$ cat config.mk
export PLATFORM = sky130hd
export DESIGN_NAME = rv32_trap_pc_ctrl
export DESIGN_NICKNAME = d
export VERILOG_FILES = /design/src/rtl/rv32_trap_pc_ctrl.sv
export SDC_FILE = /design/constraint.sdc
export NUM_CORES = 2
export LEC_CHECK = 0
export CAP_MARGIN = 20
export CORE_ASPECT_RATIO = 0.5
export CORE_UTILIZATION = 50
export DETAILED_ROUTE_END_ITERATION = 10
export PLACE_DENSITY = 0.79
export REMOVE_ABC_BUFFERS = 1
export SLEW_MARGIN = 20
export SYNTH_ARGS = -nofsm -noshare
export SYNTH_HDL_FRONTEND = slang
export SYNTH_SLANG_ARGS = --single-unit
export TNS_END_PERCENT = 30
$ cat constraint.sdc
create_clock -name clk -period 16.5 [get_ports clk]
set_input_delay 3.3 -clock clk [delete_from_list [all_inputs] [get_ports clk]]
set_output_delay 3.3 -clock clk [all_outputs]
set_load 0.01 [all_outputs]
$ cat src/rtl/rv32_trap_pc_ctrl.sv
// Next-PC and trap-redirect unit for the barrel-threaded core: per-hart pending
// interrupt vector FIFO plus a return-PC stack so nested traps and mret resolve in order.
module rv32_trap_pc_ctrl #(
    parameter int NUM_HARTS  = 8,
    parameter int PC_W       = 32,
    parameter int IRQ_DEPTH  = 4,
    parameter int NEST_DEPTH = 2,
    localparam int HID_W = (NUM_HARTS > 1) ? $clog2(NUM_HARTS) : 1
) (
    input  logic                      clk,
    input  logic                      rst_n,
    input  logic [NUM_HARTS-1:0]      irq_valid_i,
    input  logic [NUM_HARTS*PC_W-1:0] irq_vec_i,
    output logic [NUM_HARTS-1:0]      irq_ready_o,
    input  logic [NUM_HARTS-1:0]      irq_en_i,
    input  logic                      instr_valid_i,
    input  logic [HID_W-1:0]          hart_id_i,
    input  logic [2:0]                op_i,
    input  logic                      br_taken_i,
    input  logic [PC_W-1:0]           cur_pc_i,
    input  logic [PC_W-1:0]           rs1_i,
    input  logic [PC_W-1:0]           imm_i,
    output logic [PC_W-1:0]           next_pc_o,
    output logic                      has_new_pc_o,
    output logic                      save_pc_o,
    output logic [PC_W-1:0]           reg_pc_o,
    output logic                      irq_taken_o,
    output logic                      mret_err_o,
    output logic [NUM_HARTS-1:0]      irq_pending_o,
    output logic [NUM_HARTS-1:0]      irq_ovf_o
);
    localparam int PTR_W = $clog2(IRQ_DEPTH);
    localparam int CNT_W = PTR_W + 1;
    localparam int SP_W  = $clog2(NEST_DEPTH) + 1;
    localparam int SI_W  = (NEST_DEPTH > 1) ? $clog2(NEST_DEPTH) : 1;

    localparam logic [2:0] OP_BR    = 3'd1;
    localparam logic [2:0] OP_JAL   = 3'd2;
    localparam logic [2:0] OP_JALR  = 3'd3;
    localparam logic [2:0] OP_AUIPC = 3'd4;
    localparam logic [2:0] OP_MRET  = 3'd5;

    logic [PC_W-1:0]  fifo_mem [NUM_HARTS][IRQ_DEPTH];
    logic [PC_W-1:0]  stk_mem  [NUM_HARTS][NEST_DEPTH];
    logic [PTR_W-1:0] rd_ptr   [NUM_HARTS];
    logic [PTR_W-1:0] wr_ptr   [NUM_HARTS];
    logic [CNT_W-1:0] cnt      [NUM_HARTS];
    logic [SP_W-1:0]  sp       [NUM_HARTS];

    logic [NUM_HARTS-1:0] fifo_full, fifo_nempty, hart_sel, push_en, pop_en;
    logic [PC_W-1:0]      seq_pc, br_pc, jalr_sum, base_pc, stk_top, fifo_head;
    logic                 hid_ok, is_mret, stk_empty_h, stk_full_h, irq_take, mret_pop;

    always_comb begin
        for (int k = 0; k < NUM_HARTS; k++) begin
            fifo_full[k]   = (cnt[k] == CNT_W'(IRQ_DEPTH));
            fifo_nempty[k] = (cnt[k] != '0);
        end
        hid_ok   = int'(hart_id_i) < NUM_HARTS;
        hart_sel = '0;
        if (hid_ok) hart_sel[hart_id_i] = 1'b1;
    end

    assign irq_ready_o   = ~fifo_full;
    assign irq_pending_o = fifo_nempty;

    always_comb begin
        seq_pc      = cur_pc_i + PC_W'(4);
        br_pc       = cur_pc_i + (imm_i << 1);
        jalr_sum    = rs1_i + imm_i;
        is_mret     = (op_i == OP_MRET);
        stk_empty_h = (sp[hart_id_i] == '0);
        stk_full_h  = (sp[hart_id_i] == SP_W'(NEST_DEPTH));
        stk_top     = stk_mem[hart_id_i][SI_W'(sp[hart_id_i] - SP_W'(1))];
        fifo_head   = fifo_mem[hart_id_i][rd_ptr[hart_id_i]];

        case (op_i)
            OP_BR:   base_pc = br_taken_i ? br_pc : seq_pc;
            OP_JAL:  base_pc = br_pc;
            OP_JALR: base_pc = {jalr_sum[PC_W-1:1], 1'b0};
            OP_MRET: base_pc = stk_empty_h ? seq_pc : stk_top;
            default: base_pc = seq_pc;
        endcase

        // The retiring instruction's target is what the trap handler returns to.
        irq_take = instr_valid_i && hid_ok && !is_mret && fifo_nempty[hart_id_i]
                   && irq_en_i[hart_id_i] && !stk_full_h;
        mret_pop = instr_valid_i && hid_ok && is_mret && !stk_empty_h;

        next_pc_o    = seq_pc;
        has_new_pc_o = 1'b0;
        save_pc_o    = 1'b0;
        reg_pc_o     = '0;
        irq_taken_o  = 1'b0;
        mret_err_o   = 1'b0;
        if (instr_valid_i) begin
            if (op_i == OP_JAL || op_i == OP_JALR) begin
                save_pc_o = 1'b1;
                reg_pc_o  = seq_pc;
            end else if (op_i == OP_AUIPC) begin
                save_pc_o = 1'b1;
                reg_pc_o  = cur_pc_i + imm_i;
            end
            if (irq_take) begin
                next_pc_o    = fifo_head;
                has_new_pc_o = 1'b1;
                irq_taken_o  = 1'b1;
            end else if (is_mret) begin
                if (mret_pop) begin
                    next_pc_o    = stk_top;
                    has_new_pc_o = 1'b1;
                end else begin
                    mret_err_o = 1'b1;
                end
            end else begin
                next_pc_o    = base_pc;
                has_new_pc_o = (base_pc != seq_pc);
            end
        end

        for (int k = 0; k < NUM_HARTS; k++) begin
            push_en[k] = irq_valid_i[k] && !fifo_full[k];
            pop_en[k]  = irq_take && hart_sel[k];
        end
    end

    always_ff @(posedge clk) begin
        if (!rst_n) begin
            for (int k = 0; k < NUM_HARTS; k++) begin
                rd_ptr[k]    <= '0;
                wr_ptr[k]    <= '0;
                cnt[k]       <= '0;
                sp[k]        <= '0;
                irq_ovf_o[k] <= 1'b0;
            end
        end else begin
            for (int k = 0; k < NUM_HARTS; k++) begin
                if (push_en[k]) wr_ptr[k] <= wr_ptr[k] + PTR_W'(1);
                if (pop_en[k])  rd_ptr[k] <= rd_ptr[k] + PTR_W'(1);
                cnt[k] <= cnt[k] + CNT_W'(push_en[k]) - CNT_W'(pop_en[k]);
                if (irq_valid_i[k] && fifo_full[k]) irq_ovf_o[k] <= 1'b1;
                if (pop_en[k])
                    sp[k] <= sp[k] + SP_W'(1);
                else if (mret_pop && hart_sel[k])
                    sp[k] <= sp[k] - SP_W'(1);
            end
        end
    end

    // Storage arrays carry no reset; pointers and counts alone define validity.
    always_ff @(posedge clk) begin
        for (int k = 0; k < NUM_HARTS; k++) begin
            if (push_en[k]) fifo_mem[k][wr_ptr[k]] <= irq_vec_i[k*PC_W +: PC_W];
            if (pop_en[k])  stk_mem[k][SI_W'(sp[k])] <= base_pc;
        end
    end

endmodule

==> results_dict.tcl <==
set metrics [dict create \
    hold_violations 0 \
    p_switching_mw 2.92 \
    clock-sinks 1616 \
    yosys.area_share.simple 0.0746 \
    grt_pass1_wl_mm 365 \
    grt_pass1_vias 49800 \
    top_layer_used "met5" \
    met2_length_mm 117 \
    grt_max_degree 134 \
    power.internal_mw 7.19 \
    clockBufferDepth 3 \
    yosysUniqueCellTypes 88 \
    drtIter0Drc 10100 \
    critPathBufInv 5 \
    drt-vias-per-instance 7.09 \
    wl_met1_mm 86.7 \
    synth_area_leader_cell "edfxtp_1" \
    critPathTopFamily "buffers and inverters" \
    hpwl_mm 164 \
    pwr-share-clk 0.320 \
    final.setup.tns_ns 0 \
    stdcell_count 7378 \
    rsz0062_at_grt "no" \
    core_area_sq_um 140000 \
    synth_xor_area_frac 0.0166 \
    slew_headroom 0.00644 \
    worstSetupStartpointType "primary input" \
    syn_inst 4916 \
    grt_remaining_overflow 0 \
    layout-drive-gt1-share 0.0949 \
    status "complete, but fails checks" \
    placed_cells 7102 \
    crit_path_top_delay_cell "nand3_1" \
    cts_setup_buffers 0 \
    fin_crit_ns 12.62 \
    wire_per_inst_um 35.8 \
    violations "max-capacitance violations" \
    htree_levels 4 \
    finalInstanceArea_sq_um 82200 \
    critPathKind "primary input to primary output" \
    p_comb_frac 0.180 \
    cts_tree "yes" \
    final_util 0.587 \
    yosys-mux-area-fraction 0.0345 \
    pwr-share-seq 0.500 \
    area_growth_syn_to_layout_pct 16.5 \
    vias 52300 \
    ys_ff_latch 1616 \
    synthAdderAreaFrac 0.0280 \
    critical_path_arrival_ns 9.32 \
    place.port_buffers 469 \
    cp_cell_sequence "buf_4 > buf_12 > nand2b_1 > buf_4 > o22ai_1 > or2_2 > buf_4 > nand3_1 > o211a_1 > nor3b_1 > a2111oi_0 > o2111ai_1 > nor4_1 > o2111ai_1 > nor2_1 > nor2_1 > clkdlybuf4s50_1" \
    insertion_delay_ns 0.81 \
    holdCritPathClass "register to register" \
    skew_ns 0.0666 \
    cp_common_cell "buf_4" \
    rows 97 \
    syn_area_sq_um 70500 \
    cts_buffers 140 \
    synth_top_area_share 0.674 \
    ys_seq_area_frac 0.683 \
    grtUsageTotal 0.362 \
    p_per_area_nw_per_um2 123 \
    yosys-top-cells-area "edfxtp_1, a22oi_1, ha_1" \
    start_util 0.504 \
    nNetsFinal 5893 \
    placed_cell_area_sq_um 77700 \
    crit_fanout 94 \
    dieArea_sq_um 143000 \
    clockRootBuffer "clkbuf_16" \
    synth_top_family_by_area "compound AO/OA/AOI/OAI gates" \
    ios 470 \
    synth_warnings 0 \
    detail_route.drc_violations 0 \
    syn_area_per_cell_sq_um 14.4 \
    fp.dieH_um 268 \
    cpPeakStageDelay_ns 0.71 \
    fmax_mhz 79.2 \
    ctsHoldBuffers 0 \
    synth-compound-area-share 0.141 \
    synth_most_common_cell "edfxtp_1" \
    chipWidth_um 533 \
    synth_edf_count 1584 \
    required_ns 13.20 \
    ctsResizeCount 0 \
    antenna_found_initial 35 \
    cts.clk_slew.worst_paths_ns 0.06 \
    synthFlopType "edfxtp_1" \
    wl_met3_mm 41.8 \
    critical_path.endpoint_type "primary output" \
    routed_wl_mm 264 \
    setup_viol 0 \
    synth_common_cells "edfxtp_1, nand2_1, a22oi_1, nor2_1, a21oi_1" \
    maxSlewViolCount 0 \
    irDropWorstVdd_mv 0.118 \
    first_pass_iters 10 \
    ant_nets 0 \
    finalCritPeriodShare 0.765 \
    switching_share 0.289 \
    async_flop_share 0 \
    maxCapViolations 1 \
    leakage_nw 27.4 \
    place_congestion 1.05 \
    worst_slew_pin_slew_ns 1.48 \
]
-- path summary, 6_finish.rpt --
kind / startpoint / to / slack, ns / cells past startpoint
worst max-delay path: hart_id_i[0] / has_new_pc_o / 3.88 / 17
worst min-delay path: irq_ovf_o[2] / irq_ovf_o[2] / 0.50 / 2
worst max register to register: sp[7][0] / cnt[1][2] / 11.23 / 16
worst min register to register: irq_ovf_o[2] / irq_ovf_o[2] / 0.50 / 2
-- power groups by stage --
stage | Clock, mW | Sequential [mW] | Combinational (mW)
6_report | 3.24 | 5.06 | 1.82
3_5_place_dp | 0 | 5.14 | 1.72
3_3_place_gp | 0 | 5.12 | 1.70
4_1_cts | 3.21 | 5.05 | 1.73
5_1_grt | 3.37 | 5.08 | 1.85
2_1_floorplan | 0 | 5.11 | 0.793
-- cells by family (layout without fill, tap and decap cells) --
kind of cell               count (synthesis)  in the layout
AOI/OAI and AO/OA                       1375           1375
xor gates and xnor gates                 134            134
adders and majority gates                151            151
buffers and inverters                    384            945
DFF                                     1616           1616
muxes                                    193            193
other                                      0             20
and+or+nand+nor                         1063           1063
-- stage by stage --
stage | power (mW) | setup WS [ns] | hold WS, ns
after floorplan | 5.90 | 1.03 | 0.527
after global placement | 6.81 | 4.10 | 0.479
after detailed placement | 6.86 | 3.95 | 0.485
after CTS | 10.0 | 3.95 | 0.499
after global routing | 10.3 | 3.58 | 0.521
final | 10.1 | 3.88 | 0.495
-- worst register-to-register path, delay by kind of cell, from the launching register on --
| kind | cells | cell delay [ns] |
|---|---|---|
| buf+inv | 4 | 0.91 |
| xor+xnor | 2 | 0.27 |
| simple gates | 6 | 2.11 |
| fa+ha+maj | 3 | 0.76 |
| flops | 1 | 0.52 |
| mux | 1 | 0.55 |
-- routing by layer --
layer	vias up	track usage
met5	-	0
met4	22	0.223
met3	1167	0.118
met2	5094	0.552
met1	25300	0.451
li1	20700	-
-- state kept, by name (all words and copies together) (netlist names) --
signal     count
sp            16
irq_ovf_o      8
stk_mem      512
wr_ptr        16
fifo_mem    1024
cnt           24
rd_ptr        16
-- final cells by class --
class	instances	area [sq um]
Multi-Input combinational cell	2916	21100
Sequential cell	1616	48200
Tap cell	1881	2350
Inverter	78	293
Fill cell	10300	57900
Timing Repair Buffer	612	5830
Clock buffer	172	3670
Clock inverter	83	739
Antenna cell	20	50.0
-- cells in the final DEF (no fill, tap or decap), types with 53 or more instances in the layout --
cell,instances
xor2_1,53
buf_4,137
a221oi_1,180
a21oi_1,210
edfxtp_1,1584
ha_1,140
xnor2_1,81
nand3_1,90
a22oi_1,276
nand4_1,123
nand2_1,290
clkdlybuf4s50_1,464
o21ai_0,161
a22o_1,105
inv_1,76
nor2_1,220
mux2i_1,115
clkbuf_16,142
No activity file was read; power rests on OpenSTA's default activity.
